**src/rtl/etcpu_loader_pkg.sv**
```systemverilog
// Shared types and helpers for the instruction loader.
package etcpu_loader_pkg;

  localparam int WORD_BYTES = 4;

  typedef enum logic [1:0] {
    IDLE,
    LOAD,
    HOLD,
    RUN
  } loader_state_e;

  // Bits of a byte address that advance while walking the instruction memory.
  function automatic logic [31:0] wrap_mask(input int depth);
    return (32'd1 << ($clog2(depth) + 2)) - 32'd1;
  endfunction

endpackage

```
**src/rtl/etcpu_loader_hold_cnt.sv**
```systemverilog
// Loadable down-counter with zero flag; times the CPU reset hold after loading.
module etcpu_loader_hold_cnt #(
  parameter int W = 2
) (
  input  logic         clk,
  input  logic         rst,
  input  logic         load,
  input  logic [W-1:0] load_val,
  input  logic         dec,
  output logic         zero
);

  logic [W-1:0] cnt;

  always_ff @(posedge clk or posedge rst) begin
    if (rst) begin
      cnt <= '0;
    end else if (load) begin
      cnt <= load_val;
    end else if (dec && (cnt != '0)) begin
      cnt <= cnt - W'(1);
    end
  end

  assign zero = (cnt == '0);

endmodule

```
**src/rtl/etcpu_inst_loader.sv**
```systemverilog
// Streams a program into instruction memory and sequences the CPU reset release.
// Optional trailing checksum word enabled by ETCPU_LOADER_CHKSUM_EN.
// state | meaning: IDLE cpu held | LOAD accepting words | HOLD reset countdown | RUN cpu released
module etcpu_inst_loader
  import etcpu_loader_pkg::*;
#(
  parameter int INST_MEM_DEPTH = 256,
  parameter int RST_HOLD       = 4,
  parameter int CNT_W          = $clog2(INST_MEM_DEPTH) + 1
) (
  input  logic             clk,
  input  logic             rst,
  input  logic             start,
  input  logic [31:0]      base_addr,
  input  logic [CNT_W-1:0] num_words,
  input  logic             s_vld,
  input  logic [31:0]      s_dat,
  output logic             s_rdy,
  output logic             inst_mem_wr_wen,
  output logic [31:0]      inst_mem_wr_addr,
  output logic [31:0]      inst_mem_wr_dat,
  output logic             rst_n_cpu,
  output logic             busy,
  output logic             done,
  output logic             len_err,
  output logic             chk_err
);

  localparam int               HOLD_W    = $clog2(RST_HOLD + 1);
  localparam logic [HOLD_W-1:0] HOLD_INIT = HOLD_W'(RST_HOLD - 1);
  localparam logic [31:0]      ADDR_MASK = wrap_mask(INST_MEM_DEPTH);
  localparam logic [CNT_W-1:0] DEPTH_CNT = CNT_W'(INST_MEM_DEPTH);

  loader_state_e    state;
  logic [31:0]      addr;
  logic [31:0]      addr_next;
  logic [CNT_W-1:0] remaining;
  logic             hs;
  logic             too_long;
  logic             csum_word;
  logic             enter_hold;
  logic             hold_zero;

  assign s_rdy     = (state == LOAD);
  assign busy      = (state == LOAD) || (state == HOLD);
  assign hs        = s_vld && s_rdy;
  assign too_long  = (num_words > DEPTH_CNT);
  assign addr_next = (addr & ~ADDR_MASK) | ((addr + 32'(WORD_BYTES)) & ADDR_MASK);

`ifdef ETCPU_LOADER_CHKSUM_EN
  logic [31:0] sum;
  logic        chk_err_q;

  // Once all data words are in, the next accepted word is the expected sum.
  assign csum_word  = (remaining == '0);
  assign enter_hold = hs && csum_word && (s_dat == sum);
  assign chk_err    = chk_err_q;
`else
  assign csum_word  = 1'b0;
  assign enter_hold = (start && !too_long && (num_words == '0) &&
                       ((state == IDLE) || (state == RUN))) ||
                      (hs && (remaining == CNT_W'(1)));
  assign chk_err    = 1'b0;
`endif

  etcpu_loader_hold_cnt #(
    .W(HOLD_W)
  ) u_hold_cnt (
    .clk      (clk),
    .rst      (rst),
    .load     (enter_hold),
    .load_val (HOLD_INIT),
    .dec      (state == HOLD),
    .zero     (hold_zero)
  );

  always_ff @(posedge clk or posedge rst) begin
    if (rst) begin
      state            <= IDLE;
      addr             <= '0;
      remaining        <= '0;
      inst_mem_wr_wen  <= 1'b0;
      inst_mem_wr_addr <= '0;
      inst_mem_wr_dat  <= '0;
      rst_n_cpu        <= 1'b0;
      done             <= 1'b0;
      len_err          <= 1'b0;
`ifdef ETCPU_LOADER_CHKSUM_EN
      sum              <= '0;
      chk_err_q        <= 1'b0;
`endif
    end else begin
      inst_mem_wr_wen <= 1'b0;
      done            <= 1'b0;
      unique case (state)
        IDLE, RUN: begin
          if (start) begin
            if (too_long) begin
              len_err <= 1'b1;
            end else begin
              len_err   <= 1'b0;
              addr      <= base_addr & ~32'd3;
              remaining <= num_words;
              rst_n_cpu <= 1'b0;
              state     <= enter_hold ? HOLD : LOAD;
`ifdef ETCPU_LOADER_CHKSUM_EN
              sum       <= '0;
              chk_err_q <= 1'b0;
`endif
            end
          end
        end
        LOAD: begin
          if (hs) begin
            if (csum_word) begin
              state <= enter_hold ? HOLD : IDLE;
`ifdef ETCPU_LOADER_CHKSUM_EN
              if (!enter_hold) chk_err_q <= 1'b1;
`endif
            end else begin
              inst_mem_wr_wen  <= 1'b1;
              inst_mem_wr_addr <= addr;
              inst_mem_wr_dat  <= s_dat;
              addr             <= addr_next;
              remaining        <= remaining - CNT_W'(1);
`ifdef ETCPU_LOADER_CHKSUM_EN
              sum              <= sum + s_dat;
`endif
              if (enter_hold) state <= HOLD;
            end
          end
        end
        HOLD: begin
          if (hold_zero) begin
            state     <= RUN;
            rst_n_cpu <= 1'b1;
            done      <= 1'b1;
          end
        end
        default: state <= IDLE;
      endcase
    end
  end

endmodule
```
**config.mk**
```make
export PLATFORM = sky130hd
export DESIGN_NAME = etcpu_inst_loader
export DESIGN_NICKNAME = d
export VERILOG_FILES = /design/src/rtl/etcpu_loader_pkg.sv /design/src/rtl/etcpu_loader_hold_cnt.sv /design/src/rtl/etcpu_inst_loader.sv
export SDC_FILE = /design/constraint.sdc
export NUM_CORES = 1
export LEC_CHECK = 0
export CAP_MARGIN = 20
export CORE_MARGIN = 5
export CORE_UTILIZATION = 28
export CTS_CLUSTER_DIAMETER = 40
export CTS_CLUSTER_SIZE = 14
export DETAILED_ROUTE_END_ITERATION = 8
export GPL_TIMING_DRIVEN = 0
export SYNTH_ARGS = -nofsm -noshare
export SYNTH_HDL_FRONTEND = slang
export SYNTH_HIERARCHICAL = 1
export SYNTH_SLANG_ARGS = --single-unit
```
**constraint.sdc**
```tcl
create_clock -name clk -period 4.25 [get_ports clk]
set_input_delay 0.85 -clock clk [delete_from_list [all_inputs] [get_ports clk]]
set_output_delay 0.85 -clock clk [all_outputs]
set_load 0.02 [all_outputs]
```
== After elaboration in Yosys (flattened, before gate mapping) ==
Cells that the tools add are included.
Word-level totals
  flip-flop bits (word level): 114
  input port bits: 77
  output and inout bits: 71
  logic and storage cells: 73
Cells by class
  $add $sub $neg: 3
  magnitude comparators: 1
  equality and inequality tests: 9
  muxes and demuxes: 26
  bitwise gates (word level): 1
  reductions and logical operators: 23
Operators by type and width (number)
  $mux W32: 3
  $pmux W32 S2: 1
  $or A32 B10 Y32: 1
  $mux W9: 3
  $pmux W9 S2: 1
  $mux W2: 6
  $add A10 B3 Y10 const B: 1
  $eq A9 B1 Y1 const B: 1
  $gt A9 B9 Y1 const B: 1
  $logic_not A9 Y1: 1
  $sub A9 B1 Y9 const B: 1
  $mux W1: 8
  $reduce_and A4 Y1: 2
  $logic_and A1 B1 Y1: 6
  $mux W3: 2
  $ne A2 B2 Y1 const B: 3
  $pmux W2 S3: 1
  $reduce_bool A2 Y1: 3
  $reduce_and A5 Y1: 1
  $eq A2 B2 Y1 const B: 2
  $ne A2 B1 Y1 const B: 2
  $reduce_and A2 Y1: 2
  $logic_not A3 Y1: 1
  $logic_or A1 B1 Y1: 3
  7 further kinds: 7

== Longest topological paths before layout ==
  word-level depth: 10
  mapped depth: 9
  mapped depth without buffers: 8

== Modules after synthesis ==
The synthesis kept the hierarchy.
By module, submodules not included
  etcpu_inst_loader: times used 1, cells an instance 342, area each 4521.8 µm², sequential area each 2677.6 µm²
  etcpu_loader_hold_cnt: times used 1, cells an instance 20, area each 211.5 µm², sequential area each 75.1 µm²

== Worst setup path before layout ==
Ideal clock, no wire load.
  path type: input-to-reg
  from: input port num_words[4]
  to: register u_hold_cnt.cnt[0]
  library setup time: 0.126 ns
  data arrival time: 2.602 ns
  data required time: 4.124 ns
  path slack: 1.522 ns
  stages: 6
  path buffers: 1
  path through: or4_4 -> or4_4 -> nand2_1 -> buf_6 -> and2b_4 -> a221o_1
On the way
  word-level cells in the longest chain between the ends: 7
  elaborated cells between the ends (all ways): 9
  classes of those cells: 1 x order compare; 1 x mux; 7 x reduce/logical
RTL lines
  from (decl): RTL line etcpu_inst_loader.sv:15  | input logic [CNT_W-1:0] num_words,
  $gt A9 B9 Y1: RTL line etcpu_inst_loader.sv:47  | assign too_long = (num_words > DEPTH_CNT);
  $logic_not A1 Y1: RTL line etcpu_inst_loader.sv:60  | assign enter_hold = (start && !too_long && (num_words == '0) &&
  $logic_and A1 B1 Y1: RTL line etcpu_inst_loader.sv:60
  $logic_and A1 B1 Y1 * (2 in series): RTL line etcpu_inst_loader.sv:60
  $logic_or A1 B1 Y1 *: RTL line etcpu_inst_loader.sv:61  | ((state == IDLE) || (state == RUN))) ||
  via enter_hold: RTL line etcpu_inst_loader.sv:41  | logic enter_hold;
  $mux W3 / $reduce_bool A2 Y1 (equally long branches)
  to (signal assigned): RTL line etcpu_loader_hold_cnt.sv:19  | cnt <= load_val;
  to (signal assigned): RTL line etcpu_loader_hold_cnt.sv:21  | cnt <= cnt - W'(1);
  to (decl): RTL line etcpu_loader_hold_cnt.sv:13  | logic [W-1:0] cnt;
Mark *: on every way through the listed nets, which the timed path passes. The rest lies on a longest branch.
A chain may end at the register's enable or synchronous reset.

== Worst setup path after layout ==
  from: input port num_words[0]
  to: register addr[12]
On the way
  word-level cells in the longest chain between the ends: 3
RTL lines
  $gt A9 B9 Y1: RTL line etcpu_inst_loader.sv:47
  $ne A2 B2 Y1 (no source line)
  $reduce_and A4 Y1 (no source line)
  to (signal assigned): RTL line etcpu_inst_loader.sv:102  | addr <= base_addr & ~32'd3;
  to (signal assigned): RTL line etcpu_inst_loader.sv:124  | addr <= addr_next;
  to (decl): RTL line etcpu_inst_loader.sv:35  | logic [31:0] addr;
Every way passes these cells.

==> results.py <==
metrics = {
    "status": {
        "outcome": "completed",
    },
    "floorplan": {
        "pin_count": 148,
        "dieWidth_um": 140,
        "dieArea_um2": 19600,
        "die_y_um": 140,
        "core_um2": 16600,
        "start_util_pct": 28.5,
        "core.rowCount": 47,
    },
    "power": {
        "p_per_area_nw_per_um2": 801,
        "leakagePower_nw": 2.81,
        "ir_worst_vdd_mv": 0.369,
    },
    "sta": {
        "skew_ps": 6.61,
        "rsz0062_at_grt": "false",
        "timing.final.crit_share_pct": 70.8,
        "setup_tns_ps": 0,
        "slew_viol_final": 0,
        "max_slew_margin_pct": 55.7,
        "max_freq_mhz": 332,
        "layout_min_cycle_time_ps": 3010,
        "finalSetupViolations": 0,
        "hold_viol_final": 0,
        "worst_slew_pin_slew_ps": 664,
    },
    "global_routing": {
        "grt-ovfl-total": 0,
        "antenna_found_initial": 0,
        "grt_pass1_wl_mm": 19.6,
        "grt_max_degree": 59,
        "grt_usage_pct": 12.5,
        "grt_pass1_vias": 3662,
    },
    "clocking": {
        "cts.root.buffer_cell": "clkbuf_16",
        "cts_max_path_buffers": 2,
        "cts_buffers": 9,
        "post_cts_buffers": 0,
        "worstSkewPairLatency_ps": 350,
        "cts_tree": "yes",
        "cts_resized": 0,
        "path_clk_slew_ps": 70,
        "h-tree-depth": 3,
        "clock-sinks": 110,
        "cts.hold.buffers_added": 0,
    },
    "synth": {
        "synthSimpleGateAreaFrac_pct": 8.09,
        "synth_compound_area_share_pct": 7.98,
        "yosysMostFrequentCell": "dfrtp_1",
        "synth_edf_count": 0,
        "synth_top_area_share_pct": 58.2,
        "synthFlopType": "dfrtp_1",
        "avgSynthCellArea_um2": 13.1,
        "yosysWarnings": 6,
        "synthMuxAreaShare_pct": 20.6,
        "yosys.area_share.adder_pct": 1.85,
        "synth_area_um2": 4730,
        "synth_cell_type_count": 47,
        "synth_top_family_by_area": "multiplexers",
        "synth_area_leaders": "dfrtp_1 58%, mux2_2 20%, ha_1 1.9%",
        "async_flop_share_pct": 100,
        "yosys.area.top_type": "dfrtp_1",
        "synth_common_cells": "110 x dfrtp_1, 83 x mux2_2, 16 x nand2_1",
        "syn-instance-count": 362,
        "synth_xor_area_share_pct": 0,
        "synth.ff_latch_count": 110,
        "yosysSeqAreaShare_pct": 58.2,
    },
    "route": {
        "routed_wl_mm": 12.1,
        "vias": 3504,
        "drc": 0,
        "drt.antenna.violating_nets": 0,
        "wl_per_cell_um": 16.2,
        "first_pass_iters": 4,
        "via_per_inst": 4.70,
        "first_iter_violations": 187,
    },
    "setup_path": {
        "crit_arrival_ps": 3240,
        "reg2regPathDepth": 8,
        "crit_path_end": "addr[12]$_DFFE_PP0P_",
        "start_kind": "input pin",
        "path_max_fanout": 10,
        "cp.depth": 6,
        "crit_start": "num_words[0]",
        "rrSetupSlack_ps": 1930,
        "endpoint_kind": "flip-flop",
        "cp_slowest_stage_delay_ps": 630,
        "cp_top_family": "simple AND/OR/NAND/NOR gates",
        "reg2reg_to": "u_hold_cnt/cnt[0]$_DFFE_PP0P_",
        "crit_path_top_delay_cell": "or4_1",
        "reg2reg_from": "state[0]$_DFFE_PP0P_",
        "criticalPathCategory": "in -> reg",
        "path_buf_inv": 2,
        "crit_chain": "clkdlybuf4s50_1 -> or4_1 -> o21ai_0 -> and2_1 -> buf_4 -> mux2_2",
        "cp_data_required_time_ps": 4480,
    },
    "cells_and_area": {
        "final_area_um2": 6780,
        "syn2layout_area_growth_pct": 43.2,
        "drive_gt1_share_pct": 22.9,
        "final_nets": 604,
        "antennaDiodeCount": 0,
    },
    "place": {
        "numPortBuffers": 142,
        "place.gp.congestion": 0.829,
        "dpl.hpwl_mm": 9.03,
        "placed_cell_area_um2": 6470,
    },
    "worst_hold_path": {
        "hp-class": "reg -> reg",
        "min_from": "len_err$_DFFE_PP0P_",
    },
    "run": {
        "drv_cap": 0,
    },
}
power breakdown:
part           leakage [nW]  switching (mW)  internal, mW
Clock                 0.154           0.391         0.478
Combinational          1.35            1.30          1.38
Sequential             1.30           0.311          1.58
Total                  2.81            2.00          3.44
worst register-to-register path, cell delays in order, from the launching register on:
cell and delay [ps]:
dfrtp_1 370, inv_1 60, ha_1 400, nand2_1 150, or4_4 460, nand2_1 120
buf_6 140, and2b_4 190, a221o_1 320
stage by stage:
stage	hold WS, ps	power [mW]	worst slack [ps]	instances	util (%)
2_1_floorplan	452	3.48	583	366	-
3_3_place_gp	463	4.53	-1090	728	38.9
4_1_cts	497	5.52	1210	745	40.9
3_5_place_dp	478	4.62	857	729	39.0
5_1_grt	518	5.82	1140	745	40.9
6_report	491	5.43	1240	745	40.9
area by class of cell:
cell class | instances | area (um^2)
Fill cell | 1589 | 9800
Tap cell | 220 | 275
Timing Repair Buffer | 143 | 1450
Buffer | 18 | 96.3
Sequential cell | 110 | 2750
Clock buffer | 10 | 239
Inverter | 14 | 55.1
Clock inverter | 6 | 66.3
Multi-Input combinational cell | 224 | 1850
flip-flops by register name (all words and copies together) (netlist names):
signal,cells
inst_mem_wr_dat,32
addr,30
inst_mem_wr_addr,30
remaining,9
u_hold_cnt/cnt,3
state,2
done,1
inst_mem_wr_wen,1
len_err,1
rst_n_cpu,1
per-layer routing:
metal | GRT usage (%) | share of wire (%) | wire length, um | vias to the layer above
met4 | 2.96 | 1.2 | 143 | 0
met3 | 5.56 | 8.0 | 970 | 8
li1 | - | - | - | 1630
met5 | 0 | 0 | 0 | -
met2 | 20.5 | 48 | 5840 | 119
met1 | 15.1 | 42 | 5140 | 1747
how the worst min path moves through the flow:
| stage | cells past startpoint | endpoint |
|---|---|---|
| CTS | 2 | len_err$_DFFE_PP0P_ |
| global route | 1 | inst_mem_wr_dat[17]$_DFFE_PP0P_ |
| detailed placement | 2 | len_err$_DFFE_PP0P_ |
| floorplan | 1 | addr[10]$_DFFE_PP0P_ |
| global placement | 1 | addr[10]$_DFFE_PP0P_ |
| finish | 2 | len_err$_DFFE_PP0P_ |
cell usage in the layout (no fill, tap or decap), types with 6 or more instances in the layout:
master / instances
a21oi_1: 11
clkdlybuf4s50_1: 142
mux2_2: 83
nand3_1: 12
nor2_1: 8
o21ai_0: 14
inv_1: 12
conb_1: 6
nand2_1: 16
ha_1: 7
clkbuf_16: 9
a2bb2oi_1: 8
dfrtp_1: 110
kinds of logic (layout without fill, tap and decap cells):
group                    Yosys count  in the layout
AO/OA/AOI/OAI                     56             56
AND/OR/NAND/NOR                   68             68
multiplexers                      87             87
adder cells (fa/ha/maj)            7              7
flip-flops                       110            110
other                              2              6
buffers and inverters             32            191
(Power assumes the default switching activity.)
